### config.mk
export PLATFORM = sky130hd
export DESIGN_NAME = mem_arbiter
export DESIGN_NICKNAME = d
export VERILOG_FILES = /design/src/rtl/mem_arbiter_pkg.sv /design/src/rtl/mem_arbiter_rr_pick.sv /design/src/rtl/mem_arbiter.sv
export SDC_FILE = /design/constraint.sdc
export NUM_CORES = 1
export LEC_CHECK = 0
export CORE_MARGIN = 1.5
export CORE_UTILIZATION = 41
export DETAILED_ROUTE_END_ITERATION = 6
export PLACE_DENSITY = 0.86
export SETUP_SLACK_MARGIN = 0.02
export SLEW_MARGIN = 0
export SYNTH_ARGS = -nofsm -noshare
export SYNTH_HDL_FRONTEND = slang
export SYNTH_HIERARCHICAL = 1
export SYNTH_SLANG_ARGS = --single-unit
### constraint.sdc
create_clock -name clk -period 3.7 [get_ports clk]
set_input_delay 0.925 -clock clk [delete_from_list [all_inputs] [get_ports clk]]
set_output_delay 0.925 -clock clk [all_outputs]
set_load 0.02 [all_outputs]
### src/rtl/mem_arbiter_pkg.sv
// Shared definitions for the N-channel stb/ack memory arbiter.
// Latency: n/a (types and constants only).
// Backpressure: n/a.
package mem_arbiter_pkg;

   // Arbiter FSM encodings
   typedef enum logic [1:0] {
      ST_IDLE = 2'd0,
      ST_BUS  = 2'd1,
      ST_RESP = 2'd2
   } state_t;

   // Fill bit for read data returned on a timed-out transfer
   localparam logic ERR_RDATA_BIT = 1'b0;

   // Index width for an N-entry selection, never narrower than one bit
   function automatic int idx_width(input int n);
      return (n > 1) ? $clog2(n) : 1;
   endfunction

endpackage

### src/rtl/mem_arbiter_rr_pick.sv
// Rotating priority encoder: first set request at or after start, wrapping.
// Latency: combinational.
// Backpressure: none; vld low when no request is set.
module rr_pick #(
   parameter int N  = 2,
   parameter int IW = 1
) (
   input  logic [N-1:0]  req,
   input  logic [IW-1:0] start,
   output logic          vld,
   output logic [IW-1:0] idx
);

   // Scan from farthest to nearest so the nearest hit to start is the last write
   always_comb begin
      int k;
      vld = 1'b0;
      idx = '0;
      k   = 0;
      for (int i = N - 1; i >= 0; i--) begin
         k = int'(start) + i;
         if (k >= N) k = k - N;
         if (req[k]) begin
            vld = 1'b1;
            idx = IW'(k);
         end
      end
   end

endmodule

### src/rtl/mem_arbiter.sv
// N-channel stb/ack arbiter merging requester ports onto one memory port.
// Latency: request to o_m_stb 1 cycle, slave ack to o_ack 1 cycle, 3 cycles minimum per transfer.
// Backpressure: requesters hold stb until acked; slave wait states stretch BUS, optional timeout.
module mem_arbiter
   import mem_arbiter_pkg::*;
#(
   parameter int NCH     = 2,
   parameter int AW      = 32,
   parameter int DW      = 32,
   parameter int RR_MODE = 1,
   parameter int TIMEOUT = 0
) (
   input  logic                                   clk,
   input  logic                                   rst_n,
   input  logic [NCH-1:0]                         i_stb,
   input  logic [NCH-1:0]                         i_wr_en,
   input  logic [NCH*AW-1:0]                      i_addr,
   input  logic [NCH*DW-1:0]                      i_wdata,
   output logic [NCH-1:0]                         o_ack,
   output logic [NCH-1:0]                         o_err,
   output logic [DW-1:0]                          o_rdata,
   output logic                                   o_m_stb,
   output logic                                   o_m_wr_en,
   output logic [AW-1:0]                          o_m_addr,
   output logic [DW-1:0]                          o_m_wdata,
   input  logic                                   i_m_ack,
   input  logic [DW-1:0]                          i_m_rdata,
   output logic [((NCH > 1) ? $clog2(NCH) : 1)-1:0] o_grant,
   output logic                                   o_busy
);

   localparam int GW = idx_width(NCH);
   // Counter holds 0..TIMEOUT-1 cycles already spent in BUS without an ack
   localparam int CW = (TIMEOUT > 1) ? $clog2(TIMEOUT) : 1;

   state_t         state_q, state_d;
   logic [GW-1:0]  ptr_q, grant_q, pick_idx, pick_start;
   logic           pick_vld;
   logic           wr_q, err_q;
   logic [AW-1:0]  addr_q;
   logic [DW-1:0]  wdata_q, rdata_q;
   logic [CW-1:0]  cnt_q;
   logic           timeout_hit;

   // Fixed priority is round-robin with the search pinned to channel 0
   assign pick_start = (RR_MODE != 0) ? ptr_q : '0;

   rr_pick #(.N(NCH), .IW(GW)) u_pick (
      .req   (i_stb),
      .start (pick_start),
      .vld   (pick_vld),
      .idx   (pick_idx)
   );

   assign timeout_hit = (TIMEOUT > 0) && (cnt_q == CW'(TIMEOUT - 1));

   // State register
   always_ff @(posedge clk or negedge rst_n) begin
      if (!rst_n) state_q <= ST_IDLE;
      else        state_q <= state_d;
   end

   // Next-state: grant in IDLE, leave BUS on ack or timeout, RESP lasts one cycle
   always_comb begin
      state_d = state_q;
      case (state_q)
         ST_IDLE: if (pick_vld) state_d = ST_BUS;
         ST_BUS:  if (i_m_ack || timeout_hit) state_d = ST_RESP;
         ST_RESP: state_d = ST_IDLE;
         default: state_d = ST_IDLE;
      endcase
   end

   // Transfer fields latched at grant, response captured at BUS exit
   always_ff @(posedge clk or negedge rst_n) begin
      if (!rst_n) begin
         ptr_q   <= '0;
         grant_q <= '0;
         wr_q    <= 1'b0;
         addr_q  <= '0;
         wdata_q <= '0;
         rdata_q <= '0;
         err_q   <= 1'b0;
         cnt_q   <= '0;
      end else begin
         case (state_q)
            ST_IDLE: begin
               if (pick_vld) begin
                  grant_q <= pick_idx;
                  wr_q    <= i_wr_en[pick_idx];
                  addr_q  <= i_addr[pick_idx*AW +: AW];
                  wdata_q <= i_wdata[pick_idx*DW +: DW];
                  err_q   <= 1'b0;
                  cnt_q   <= '0;
                  if (RR_MODE != 0)
                     ptr_q <= (pick_idx == GW'(NCH - 1)) ? '0 : pick_idx + 1'b1;
               end
            end
            ST_BUS: begin
               if (i_m_ack) begin
                  rdata_q <= i_m_rdata;
                  err_q   <= 1'b0;
               end else if (timeout_hit) begin
                  rdata_q <= {DW{ERR_RDATA_BIT}};
                  err_q   <= 1'b1;
               end else begin
                  cnt_q   <= cnt_q + 1'b1;
               end
            end
            default: ;
         endcase
      end
   end

   // Moore outputs decoded from the state register; late acks outside BUS fall through
   always_comb begin
      o_m_stb = (state_q == ST_BUS);
      o_busy  = (state_q != ST_IDLE);
      o_ack   = '0;
      o_err   = '0;
      if (state_q == ST_RESP) begin
         o_ack[grant_q] = 1'b1;
         o_err[grant_q] = err_q;
      end
   end

   assign o_m_wr_en = wr_q;
   assign o_m_addr  = addr_q;
   assign o_m_wdata = wdata_q;
   assign o_rdata   = rdata_q;
   assign o_grant   = grant_q;

endmodule
==> metrics.md <==
| Metric | Value |
|---|---|
| Arrival @ worst endpoint | `1.71 ns` |
| DRT Pass-1 Iters | `4` |
| Post-synthesis register bit count | `101` |
| Placed Area | `7410 um^2` |
| Vias in the first global route | `3650` |
| Starting density of the core | `42.2%` |
| GP Congestion | `0.752` |
| Worst-case vdd ir drop | `0.486 mV` |
| Clock latency on the worst-skew pair | `approximately 0.35 ns` |
| Setup TNS | `0 ns` |
| Sequential fraction of the synthesis area | `55.0%` |
| WL met1 | `4350 um` |
| Post-route cell area | `approximately 7600 um^2` |
| Tmin final | `2.64 ns` |
| Initial antenna violation count | `0` |
| Core footprint | `10900 um^2` |
| Worst-path fanout max | `6` |
| CP cell instances | `nor2b_1 > clkdlybuf4s50_1` |
| Hold depth | `1` |
| Fillers | `765` |
| Hold EP | `o_rdata[30]$_DFFE_PN0P_` |
| Routed wire length per instance | `~18 um` |
| Lkg Pwr | `just over 3 nW` |
| H-tree levels | `3` |
| DIE AREA | `11900 um^2` |
| WL met3 | `1350 um` |
| Final setup margin | `~1.1 ns` |
| CTS tree | `yes` |
| Post-Syn Instances | `298` |
| Max Clock Skew | `0.00756 ns` |
| ANT cells | `0` |
| Worst slew pin tran | `between 0.6 and 0.7 ns` |
| P&R area growth vs syn | `65.8%` |
| Ratio of final minimum period to clock period | `slightly above 70%` |
| Power Density | `just under 800 nW/um^2` |
| Post-CTS setup buffer count | `0` |
| Max-capacitance violation count | `0` |
| Clock Root Buffer | `clkbuf_8` |
| R2R cell count | `3` |
| Final net count | `732` |
| Synth Warn # | `6` |
| Fmax | `between 0.3 and 0.4 GHz` |
| Post_cts resized | `0` |
| Hold bufs inserted after CTS | `0` |
| Max-slew violation count | `0` |
| Final hold viol count | `0` |
| Fraction of layout cells with a size suffix above 1 | `between 30% and 40%` |
| Number of top-level pins | `271` |
| Place WS | `between 0.8 and 0.9 ns` |
| Clock Pin Slew Worst Setup and Hold Paths | `0.09 ns` |
| Overall Global Routing Usage | `a little over a fifth` |
| CP max-delay cell | `clkdlybuf4s50_1` |
| # clock sinks | `101` |
| Worst path required time | `~2.8 ns` |
| R2r startpoint | `state_q[1]$_DFFE_PN0P_` |
| Die width | `109 um` |
| Max layer used | `met4` |
| Routed vias/inst | `4.84` |
| Clk buf depth | `2` |
| Hold Startpoint | `o_rdata[30]$_DFFE_PN0P_` |
| Syn Area/Cell | `15.4 um^2` |
| Syn Std Cell Area | `4600 um^2` |
| Reg-to-reg endpoint | `o_m_addr[14]$_DFFE_PN0P_` |
| Library cells used by synthesis | `18` |
| RSZ-0062 raised after global routing | `false` |
| Std-Cell Rows | `38` |
| Critical path buffer and inverter count | `1` |
| Crit end category | `primary output` |
| Worst rel slew slack | `approximately 54%` |
| Port Buffers | `about 270` |
| FFs w/ async S/R, synth | `100%` |
| Status | `finished clean` |
| Largest net degree at the start of global routing | `54` |
| Reg2reg setup slack | `1.94 ns` |
| Final setup fails | `0` |
| Met2 wire len | `approximately 6500 um` |
| Type of the worst setup path | `reg -> out` |
| Initial DRC count | `63` |
| Total grt overflow | `0` |
| Via count | `3439` |
| Most used DFF post-synth | `dfrtp_1` |
| Routed Antenna Nets | `0` |
| Number of CTS-inserted buffers | `9` |
| Die Y | `109 um` |
| HP Class | `reg -> reg` |
| DRC | `0` |
| Cell family with most CP delay | `buffers and inverters` |
| First-pass GRT wire length | `18400 um` |
| Setup crit start kind | `flip-flop` |
| Worst stage delay on the critical path | `0.65 ns` |
| Total Routed Length | `12500 um` |
| Hpwl dp | `9730 um` |
| Number of flops mapped to enable cells by yosys | `0` |
==> where the power goes <==
part	switching (W)	internal, W	total (W)	leakage (nW)
Sequential	0.000307	0.00167	0.00198	1.18
Combinational	0.00149	0.00183	0.00331	1.80
Clock	0.000358	0.000365	0.000723	0.112
Total	0.00215	0.00386	0.00602	3.09
==> flip-flops by register name, indices dropped and copies added (netlist names) <==
name / count
o_grant: 1
o_m_addr: 32
o_m_wdata: 32
o_m_wr_en: 1
o_rdata: 32
pick_start: 1
state_q: 2
==> layer usage <==
layer / global-route usage (%) / vias to the layer above
met1: 21.5 / 1664
met4: 7.89 / 0
met2: 38.5 / 167
met3: 7.59 / 15
met5: 0 / -
li1: - / 1593
==> logic make-up after synthesis <==
logic type             share of synthesized area [%]
muxes                                           40.2
buffers and inverters                           3.24
and+or+nand+nor                                 1.20
DFF                                             55.0
other                                         0.0816
AOI/OAI and AO/OA                              0.327
==> how the worst max path moves through the flow <==
stage | from | endpoint | slack [ns] | cells past startpoint
finish | state_q[0]$_DFFE_PN0P_ | o_m_stb | 1.06 | 2
global route | state_q[0]$_DFFE_PN0P_ | o_m_stb | 0.98 | 2
CTS | state_q[0]$_DFFE_PN0P_ | o_m_stb | 1.05 | 2
detailed placement | i_stb[0] | o_m_wdata[11]$_DFFE_PN0P_ | 0.86 | 5
global placement | i_stb[0] | o_m_wdata[12]$_DFFE_PN0P_ | 0.90 | 5
floorplan | i_stb[1] | o_m_addr[18]$_DFFE_PN0P_ | 1.46 | 4
==> layout make-up <==
class                      instances  area [um^2]  share of cell area [%]
clock buffer                      12          165                    2.17
sequential                       101         2530                    33.2
clock inverter                     4         45.0                   0.591
multi-input combinational        175         1940                    25.5
tap                              140          175                    2.30
inverter                           4         15.0                   0.197
timing repair buffer             274         2750                    36.1
==> cell usage in the layout (no fill, tap or decap), drive strengths merged, types with 2 or more instances in the layout <==
master and n:
dfrtp 101, mux2 163, clkdlybuf4s50 267, clkbuf 12, or2 2, buf 7, nor3b 2, inv 4
clkinv 3, conb 2
==> synth_stat cells, types with 2 or more instances <==
library cell	instances	share of area [%]
buf_1	2	0.16
buf_2	8	0.87
buf_4	4	0.65
buf_6	5	1.2
dfrtp_1	101	55
inv_1	4	0.33
mux2_2	163	40
==> metrics by stage <==
stage	power (W)	hold slack (ns)	cells	util, %
after floorplan	0.00372	0.494	299	-
after global placement	0.00524	0.487	694	68.0
after detailed placement	0.00534	0.494	694	68.0
after CTS	0.00609	0.513	710	70.0
after global routing	0.00633	0.528	710	70.0
final	0.00602	0.508	710	70.0
Note: power is estimated with default switching activity, not from simulation.
